**config.mk**
```make
export PLATFORM = sky130hd
export DESIGN_NAME = synch_fifo_ctrl
export DESIGN_NICKNAME = d
export VERILOG_FILES = /design/src/rtl/synch_fifo_pkg.sv /design/src/rtl/synch_fifo_ctrl.sv
export SDC_FILE = /design/constraint.sdc
export NUM_CORES = 1
export LEC_CHECK = 0
export ABC_AREA = 1
export CAP_MARGIN = 25
export CORE_UTILIZATION = 43
export DETAILED_ROUTE_END_ITERATION = 7
export PLACE_DENSITY = 0.74
export RECOVER_POWER = 25
export SLEW_MARGIN = 20
export SYNTH_ARGS = -nofsm -noshare
export SYNTH_HDL_FRONTEND = slang
export SYNTH_SLANG_ARGS = --single-unit
```
**constraint.sdc**
```tcl
create_clock -name clk -period 2 [get_ports clk]
set_input_delay 0.3 -clock clk [delete_from_list [all_inputs] [get_ports clk]]
set_output_delay 0.3 -clock clk [all_outputs]
set_load 0.02 [all_outputs]
```
**src/rtl/synch_fifo_pkg.sv**
```systemverilog
// ---------------------------------------------------------------------------
// synch_fifo_pkg
// Shared constants for the synch_fifo path (controller + dual-port sram).
//   SF_DEPTH  : default number of FIFO entries
//   SF_PTR    : default sram address width, derived from SF_DEPTH
//   SF_AF_LVL : default almost_full threshold (free slots)
//   SF_AE_LVL : default almost_empty threshold (occupancy)
//   sf_clog2  : ceil(log2(n)) helper for deriving address widths
// ---------------------------------------------------------------------------
package synch_fifo_pkg;

  function automatic int sf_clog2(input int n);
    int r;
    r = 0;
    for (int v = n - 1; v > 0; v = v >> 1) begin
      r = r + 1;
    end
    return r;
  endfunction

  localparam int SF_DEPTH  = 16;
  localparam int SF_PTR    = sf_clog2(SF_DEPTH);
  localparam int SF_AF_LVL = 2;
  localparam int SF_AE_LVL = 2;

endpackage

```
**src/rtl/synch_fifo_ctrl.sv**
```systemverilog
// ---------------------------------------------------------------------------
// synch_fifo_ctrl
// Single-clock FIFO controller driving a dual-port sram with a 1-cycle
// registered read. Write data goes straight to the sram; this block only
// produces enables, addresses, occupancy and status flags.
//
// Ports:
//   clk          in   system clock (also sram wrclk/rdclk)
//   rst_n        in   asynchronous active-low reset
//   wr_req       in   producer push request
//   rd_req       in   consumer pop request
//   sram_wren    out  sram write enable (accepted write)
//   sram_wrptr   out  sram write address [PTR-1:0]
//   sram_rden    out  sram read enable (accepted read)
//   sram_rdptr   out  sram read address [PTR-1:0]
//   rd_valid     out  sram rddata valid this cycle
//   full/empty   out  occupancy == DEPTH / == 0
//   almost_full  out  free slots <= AF_LVL
//   almost_empty out  occupancy <= AE_LVL
//   fifo_cnt     out  occupancy 0..DEPTH [PTR:0]
//   overflow     out  sticky: wr_req while full   (SYNCH_FIFO_ERR_FLAG_EN)
//   underflow    out  sticky: rd_req while empty  (SYNCH_FIFO_ERR_FLAG_EN)
//
// Build option: define SYNCH_FIFO_ERR_FLAG_EN to add overflow/underflow.
// DEPTH must equal 2**PTR so the pointers wrap naturally.
// ---------------------------------------------------------------------------
module synch_fifo_ctrl
  import synch_fifo_pkg::*;
#(
  parameter int PTR    = SF_PTR,
  parameter int DEPTH  = SF_DEPTH,
  parameter int AF_LVL = SF_AF_LVL,
  parameter int AE_LVL = SF_AE_LVL
) (
  input  logic           clk,
  input  logic           rst_n,
  input  logic           wr_req,
  input  logic           rd_req,
  output logic           sram_wren,
  output logic [PTR-1:0] sram_wrptr,
  output logic           sram_rden,
  output logic [PTR-1:0] sram_rdptr,
  output logic           rd_valid,
  output logic           full,
  output logic           empty,
  output logic           almost_full,
  output logic           almost_empty,
  output logic [PTR:0]   fifo_cnt
`ifdef SYNCH_FIFO_ERR_FLAG_EN
  ,
  output logic           overflow,
  output logic           underflow
`endif
);

  localparam logic [PTR:0] LP_DEPTH = DEPTH[PTR:0];
  localparam logic [PTR:0] LP_AF    = AF_LVL[PTR:0];
  localparam logic [PTR:0] LP_AE    = AE_LVL[PTR:0];
  localparam logic [PTR:0] LP_ONE   = {{PTR{1'b0}}, 1'b1};

  // Pointers carry one extra wrap bit above the sram address.
  logic [PTR:0] r_wr_ptr;
  logic [PTR:0] r_rd_ptr;
  logic [PTR:0] r_cnt;
  logic         r_full;
  logic         r_empty;
  logic         r_afull;
  logic         r_aempty;
  logic         r_rd_valid;

  logic         w_wr_acc;
  logic         w_rd_acc;
  logic [PTR:0] w_cnt_nxt;

  // Full/empty are registered, so a simultaneous request at a boundary
  // resolves in favour of the side that can legally proceed.
  assign w_wr_acc = wr_req & ~r_full;
  assign w_rd_acc = rd_req & ~r_empty;

  always_comb begin
    w_cnt_nxt = r_cnt;
    if (w_wr_acc && !w_rd_acc) begin
      w_cnt_nxt = r_cnt + LP_ONE;
    end else if (w_rd_acc && !w_wr_acc) begin
      w_cnt_nxt = r_cnt - LP_ONE;
    end
  end

  // Flags decode the next-state count so they line up with fifo_cnt.
  always_ff @(posedge clk or negedge rst_n) begin
    if (!rst_n) begin
      r_wr_ptr   <= '0;
      r_rd_ptr   <= '0;
      r_cnt      <= '0;
      r_full     <= 1'b0;
      r_empty    <= 1'b1;
      r_afull    <= 1'b0;
      r_aempty   <= 1'b1;
      r_rd_valid <= 1'b0;
    end else begin
      r_wr_ptr   <= r_wr_ptr + {{PTR{1'b0}}, w_wr_acc};
      r_rd_ptr   <= r_rd_ptr + {{PTR{1'b0}}, w_rd_acc};
      r_cnt      <= w_cnt_nxt;
      r_full     <= (w_cnt_nxt == LP_DEPTH);
      r_empty    <= (w_cnt_nxt == '0);
      r_afull    <= ((LP_DEPTH - w_cnt_nxt) <= LP_AF);
      r_aempty   <= (w_cnt_nxt <= LP_AE);
      // Matches the sram's registered read: data appears one cycle later.
      r_rd_valid <= w_rd_acc;
    end
  end

`ifdef SYNCH_FIFO_ERR_FLAG_EN
  logic r_overflow;
  logic r_underflow;

  always_ff @(posedge clk or negedge rst_n) begin
    if (!rst_n) begin
      r_overflow  <= 1'b0;
      r_underflow <= 1'b0;
    end else begin
      r_overflow  <= r_overflow  | (wr_req & r_full);
      r_underflow <= r_underflow | (rd_req & r_empty);
    end
  end

  assign overflow  = r_overflow;
  assign underflow = r_underflow;
`endif

  assign sram_wren    = w_wr_acc;
  assign sram_rden    = w_rd_acc;
  assign sram_wrptr   = r_wr_ptr[PTR-1:0];
  assign sram_rdptr   = r_rd_ptr[PTR-1:0];
  assign rd_valid     = r_rd_valid;
  assign full         = r_full;
  assign empty        = r_empty;
  assign almost_full  = r_afull;
  assign almost_empty = r_aempty;
  assign fifo_cnt     = r_cnt;

endmodule

```
==> flow_metrics.py, run 1 <==
metrics = {
    "power": {
        "p_leak_uw": 0.000743,
        "pwr_density_cell_mw_per_mm2": 1750,
        "p_int_uw": 1500,
        "power_frac_seq_pct": 25.8,
        "comb_power_share_pct": 65.8,
        "power_uw": 2630,
        "irDropWorstVdd_uv": 1210,
        "clockPowerShare_pct": 8.4,
        "switching_power_uw": 1130,
        "swShare_pct": 42.9,
    },
    "global_routing": {
        "grt_first_pass_wirelength_um": 3460,
        "antenna_found_initial": 0,
        "grt_usage_pct": 19.1,
        "grt_max_degree": 19,
        "grt_overflow": 0,
        "grt_pass1_vias": 808,
    },
    "die": {
        "core_mm2": 0.00219,
        "start_util_pct": 45.3,
        "die_w_um": 50.1,
        "io_pins": 24,
        "die_area_mm2": 0.00251,
        "die_h_um": 50.1,
        "rows": 17,
    },
    "synth": {
        "synth_area_leader_cell": "dfrtp_1",
        "yosysTopAreaCellShare_pct": 40.3,
        "synth_cell_types": 18,
        "syn_inst": 107,
        "syn-cell-area_um2": 993,
        "syn-mean-instance-area_um2": 9.28,
        "synthTopCellsByArea": "dfrtp_1, ha_1, nand2_1",
        "synth-seq-cells": 18,
        "synth.net_count": 122,
        "synth-seq-area-share_pct": 45.6,
        "synth_warnings": 0,
    },
    "clock_network": {
        "path_clk_slew_ps": 100,
        "cts_sinks": 18,
        "hold_buffers": 0,
        "clock_latency_ps": 290,
        "clockBufferDepth": 2,
        "root_buffer": "clkbuf_4",
        "cts-buffers-inserted": 3,
        "cts_tree": "built",
        "cts_max_level": 1,
    },
    "critical_path": {
        "required_ps": 2200,
        "cp-start-kind": "register",
        "end_kind": "register",
        "crit_arrival_ps": 2120,
        "worstSetupPathType": "register to register",
        "crit_fanout": 5,
    },
    "timing": {
        "maxSlewViolCount": 0,
        "max_freq_mhz": 520,
        "rsz0062_at_grt": "true",
        "fin_tns_setup_ps": 0,
        "finClkSkew_ps": 4.73,
        "worst_slack_ps": 78.0,
        "hold_violations": 0,
        "min_period_over_period_pct": 96.1,
        "setup_viol": 0,
        "maxSlewHeadroom_pct": 33.8,
        "fin_crit_ps": 1920,
        "worstMarginPinSlew_ps": 993,
    },
    "placed_design": {
        "post-dp-hpwl_um": 1700,
        "pre_cts_ws_ps": -352,
        "dpl_cell_area_mm2": 0.00138,
        "place.gp.congestion": 0.761,
        "portBuffers": 23,
    },
    "finish": {
        "syn2layout_area_growth_pct": 51.5,
        "fill_cells": 168,
        "drive_gt1_share_pct": 38.8,
        "layout.cells.most_common_list": "clkdlybuf4s50_1, nand2_1, buf_4",
        "final_common_cell": "clkdlybuf4s50_1",
        "design_area_mm2": 0.00151,
        "insertedDiodeCount": 0,
        "utilization_pct": 68.7,
        "fin_nets": 168,
    },
    "routing": {
        "dr.pass1.iters": 4,
        "drt_iter0_drc": 11,
        "vias": 848,
        "postRouteAntennaNets": 0,
        "totalWireLength_um": 2270,
        "post-route-drc-count": 0,
        "detail_route.wl_per_cell_um": 12.6,
        "viasPerCell": 4.71,
    },
    "job": {
        "maxCapViolations": 0,
    },
    "min_path": {
        "worst_hold_path_type": "register to register",
    },
    "run_status": {
        "status": "complete, no violations",
    },
}
layout make-up:
cell class,instances,area (um^2),share of cell area [%]
clock buffer,4,36.3,2.41
tap,28,35.0,2.33
sequential,18,457,30.3
inverter,18,70.1,4.66
timing repair buffer,41,360,23.9
multi-input combinational,71,547,36.3
cells in the mapped netlist, drive strengths merged:
master / count
nand2: 28
inv: 18
dfrtp: 16
nand3: 14
ha: 11
nor2: 9
xnor2: 3
dfstp: 2
or2: 2
xor2: 2
a21boi: 1
nor3: 1
metrics by stage:
step,hold slack (ps),instances
after floorplan,4.41,107
after global placement,463,171
after detailed placement,467,171
after CTS,324,176
after global routing,502,180
final,475,180
worst paths after layout:
kind / slack, ps / startpoint / to / cells past startpoint
max: 80 / empty / almost_full / 13
min: 480 / r_wr_ptr[3] / r_wr_ptr[3] / 1
max reg2reg: 80 / empty / almost_full / 13
min reg2reg: 480 / r_wr_ptr[3] / r_wr_ptr[3] / 1
max in group asynchronous: 660 / rst_n / fifo_cnt[0] / 2
min in group asynchronous: 670 / rst_n / fifo_cnt[4] / 2
worst max-delay path: stages, from the launching register on:
cell	delay, ps
dfstp_2	590
inv_2	50
nand2_4	100
nand2_4	80
nand3_2	80
nand2_2	60
inv_2	80
ha_4	150
inv_4	40
nor2_4	130
ha_4	210
a21boi_2	140
nand3_1	90
nor2_2	30
power groups by stage:
stage                     combinational, uW  sequential [uW]  clock [uW]
final                                  1730              678         221
after detailed placement               1520              700           0
after global placement                 1470              690           0
after CTS                              1570              687         231
after global routing                   1890              705         242
after floorplan                         666              873           0
repair_timing:
item | CTS | global route
resized for setup | 5 | 13
setup buffers | 1 | 4
setup endpoints to repair | 3 | 1
pin swaps | 2 | 10
registers in the layout, indices dropped and copies added, names as in the netlist:
| register | cells |
|---|---|
| rd_valid | 1 |
| r_rd_ptr | 4 |
| empty | 1 |
| almost_empty | 1 |
| almost_full | 1 |
| r_wr_ptr | 4 |
| full | 1 |
| fifo_cnt | 5 |
metal layers:
| layer | share of wire [%] | global-route usage (%) | routed length, um |
|---|---|---|---|
| met5 | 0 | 0 | 0 |
| met4 | 0.53 | 4.29 | 12 |
| met3 | 4.3 | 4.63 | 98 |
| met2 | 56 | 37.1 | 1270 |
| met1 | 39 | 19.9 | 888 |
logic make-up after synthesis:
| group | after synthesis | synth area share [%] |
|---|---|---|
| xor gates and xnor gates | 5 | 5.16 |
| and+or+nand+nor | 54 | 27.8 |
| buffers and inverters | 18 | 6.80 |
| DFF | 18 | 45.6 |
| AOI/OAI and AO/OA | 1 | 0.756 |
| adders and majority gates | 11 | 13.9 |
No activity file was read; power rests on OpenSTA's default activity.
==> run 2, diff against run 1 <==
Settings changed: CTS_CLUSTER_DIAMETER set to 100.
==> results of run 2 <==
The final DEF is identical to that of run 1; final timing and power are the same.
==> run 3, diff against run 2 <==
Settings changed: GPL_TIMING_DRIVEN set to 0, SKIP_CTS_REPAIR_TIMING set to 1, SLEW_MARGIN 20 to 5.
==> run 3 against run 2 <==
The run now ends with negative setup slack left. Sequential power increased by 0.7%. Setup slack got worse by 86 ps. Core utilization decreased by 3.7 points. Clock power about the same. Combinational power decreased by 11%. Sequential share of layout area increased by 1.7 points. Wire length decreased by 19%. Highest routed layer unchanged.
==> flow_metrics.py, run 3 (same netlist as run 1, synthesis figures left out) <==
metrics = {
    "power": {
        "p_leak_uw": 0.000709,
        "pwr_density_cell_mw_per_mm2": 1710,
        "irDropWorstVdd_uv": 997,
    },
    "timing": {
        "max_freq_mhz": 498,
        "min_period_over_period_pct": 100,
        "worst_slack_ps": -8.08,
        "maxSlewViolCount": 0,
        "worstMarginPinSlew_ps": 792,
        "rsz0062_at_grt": "true",
        "hold_violations": 0,
        "finClkSkew_ps": 2.91,
        "fin_crit_ps": 2010,
        "setup_viol": 1,
        "maxSlewHeadroom_pct": 47.0,
    },
    "global_routing": {
        "met2_usage_pct": 25.6,
        "antenna_found_initial": 0,
        "grt_pass1_vias": 741,
        "grt_max_degree": 19,
        "grt_first_pass_wirelength_um": 2960,
        "grtUsageMet3_pct": 3.09,
        "grt_usage_pct": 15.9,
        "grt_use_met1_pct": 19.9,
        "grt_overflow": 0,
        "grt_busiest_layer": "met2",
    },
    "routing": {
        "postRouteAntennaNets": 0,
        "post-route-drc-count": 0,
        "detail_route.wl_per_cell_um": 10.9,
        "vias": 796,
        "totalWireLength_um": 1840,
        "drt_iter0_drc": 16,
        "dr.pass1.iters": 4,
        "viasPerCell": 4.71,
    },
    "placed_design": {
        "portBuffers": 23,
        "place.gp.congestion": 0.807,
        "placedCellCount": 158,
        "dpl_cell_area_mm2": 0.00129,
        "post-dp-hpwl_um": 1360,
        "pre_cts_ws_ps": -465,
    },
    "finish": {
        "fin_nets": 157,
        "design_area_mm2": 0.00143,
        "drive_gt1_share_pct": 30.5,
        "layout.cells.most_common_list": "clkdlybuf4s50_1, nand2_1, nand3_1",
        "final_common_cell": "clkdlybuf4s50_1",
        "insertedDiodeCount": 0,
        "layout.cells.non_filler": 169,
        "largest_reg_flops": 5,
        "utilization_pct": 65.0,
        "syn2layout_area_growth_pct": 43.5,
    },
    "critical_path": {
        "required_ps": 2200,
        "crit_fanout": 5,
        "crit_arrival_ps": 2200,
        "end_kind": "register",
        "worstSetupPathType": "register to register",
        "cp-start-kind": "register",
    },
    "clock_network": {
        "cts-buffers-inserted": 3,
        "cts_sinks": 18,
        "cts_tree": "built",
        "clockBufferDepth": 2,
        "cts_max_level": 1,
        "clock_latency_ps": 290,
        "path_clk_slew_ps": 100,
        "root_buffer": "clkbuf_4",
    },
    "die": {
        "die_area_mm2": 0.00251,
        "io_pins": 24,
        "rows": 17,
        "core_mm2": 0.00219,
        "die_w_um": 50.1,
        "die_h_um": 50.1,
        "start_util_pct": 45.3,
    },
    "run_status": {
        "failed_checks": "negative setup slack",
        "status": "finished, violations left",
    },
    "job": {
        "maxCapViolations": 0,
    },
    "min_path": {
        "worst_hold_path_type": "input pin to register",
    },
}
## run 3: cell types whose count changed in the layout (fill, tap and decap cells not counted), sizes merged
cell	before	now
buf	17	7
clkbuf	5	4
dlygate4sd3	1	0
clkdlybuf4s50	18	20
dlygate4sd2	3	0
dlymetal6s2s	1	3
## run 3: cell type report
| class | count | area [um^2] |
|---|---|---|
| fill | 173 | 766 |
| clock buffer | 4 | 36.3 |
| sequential | 18 | 457 |
| timing repair buffer | 30 | 290 |
| inverter | 18 | 70.1 |
| tap | 28 | 35.0 |
| multi-input combinational | 71 | 537 |
## run 3: worst max-delay path, cell delays in order (launching register included)
cell and delay [ps]:
dfstp_2 580, inv_2 50, nand2_4 100, nand2_4 70, buf_4 130, or2_1 220, nand2_2 90, xnor2_2 150
ha_4 240, a21boi_2 140, nand3_1 90, nor2_2 40
## run 3: power breakdown
group	internal, uW	switching, uW	leakage, uW	total, uW
clock	111	112	0.0000210	223
combinational	727	811	0.000480	1540
sequential	538	145	0.000208	683
total	1380	1070	0.000709	2440
## run 3: layer usage
metal  vias to the layer above  part of all wire [%]
met5                         -                     0
met4                         0                   2.3
met3                         6                   4.6
met2                        26                    48
met1                       367                    45
li1                        397                     -
## run 3: worst paths after layout
check | start | endpoint | slack, ps | depth (start not counted)
worst max register to register | empty | almost_full | -8 | 11
worst max-delay path | empty | almost_full | -8 | 11
worst min register to register | r_rd_ptr[3] | r_rd_ptr[3] | 480 | 1
max in group asynchronous | rst_n | fifo_cnt[0] | 1000 | 1
worst min-delay path | rd_req | rd_valid | 310 | 3
min in group asynchronous | rst_n | r_rd_ptr[2] | 460 | 1
## run 3: stage by stage
stage / hold WS, ps / setup TNS (ps) / power (uW)
after floorplan: 4.41 / 0 / 1540
after CTS: 481 / -220 / 2240
after detailed placement: 462 / -741 / 2010
final: 314 / -8.08 / 2440
after global routing: 316 / -114 / 2640
after global placement: 463 / -545 / 1970
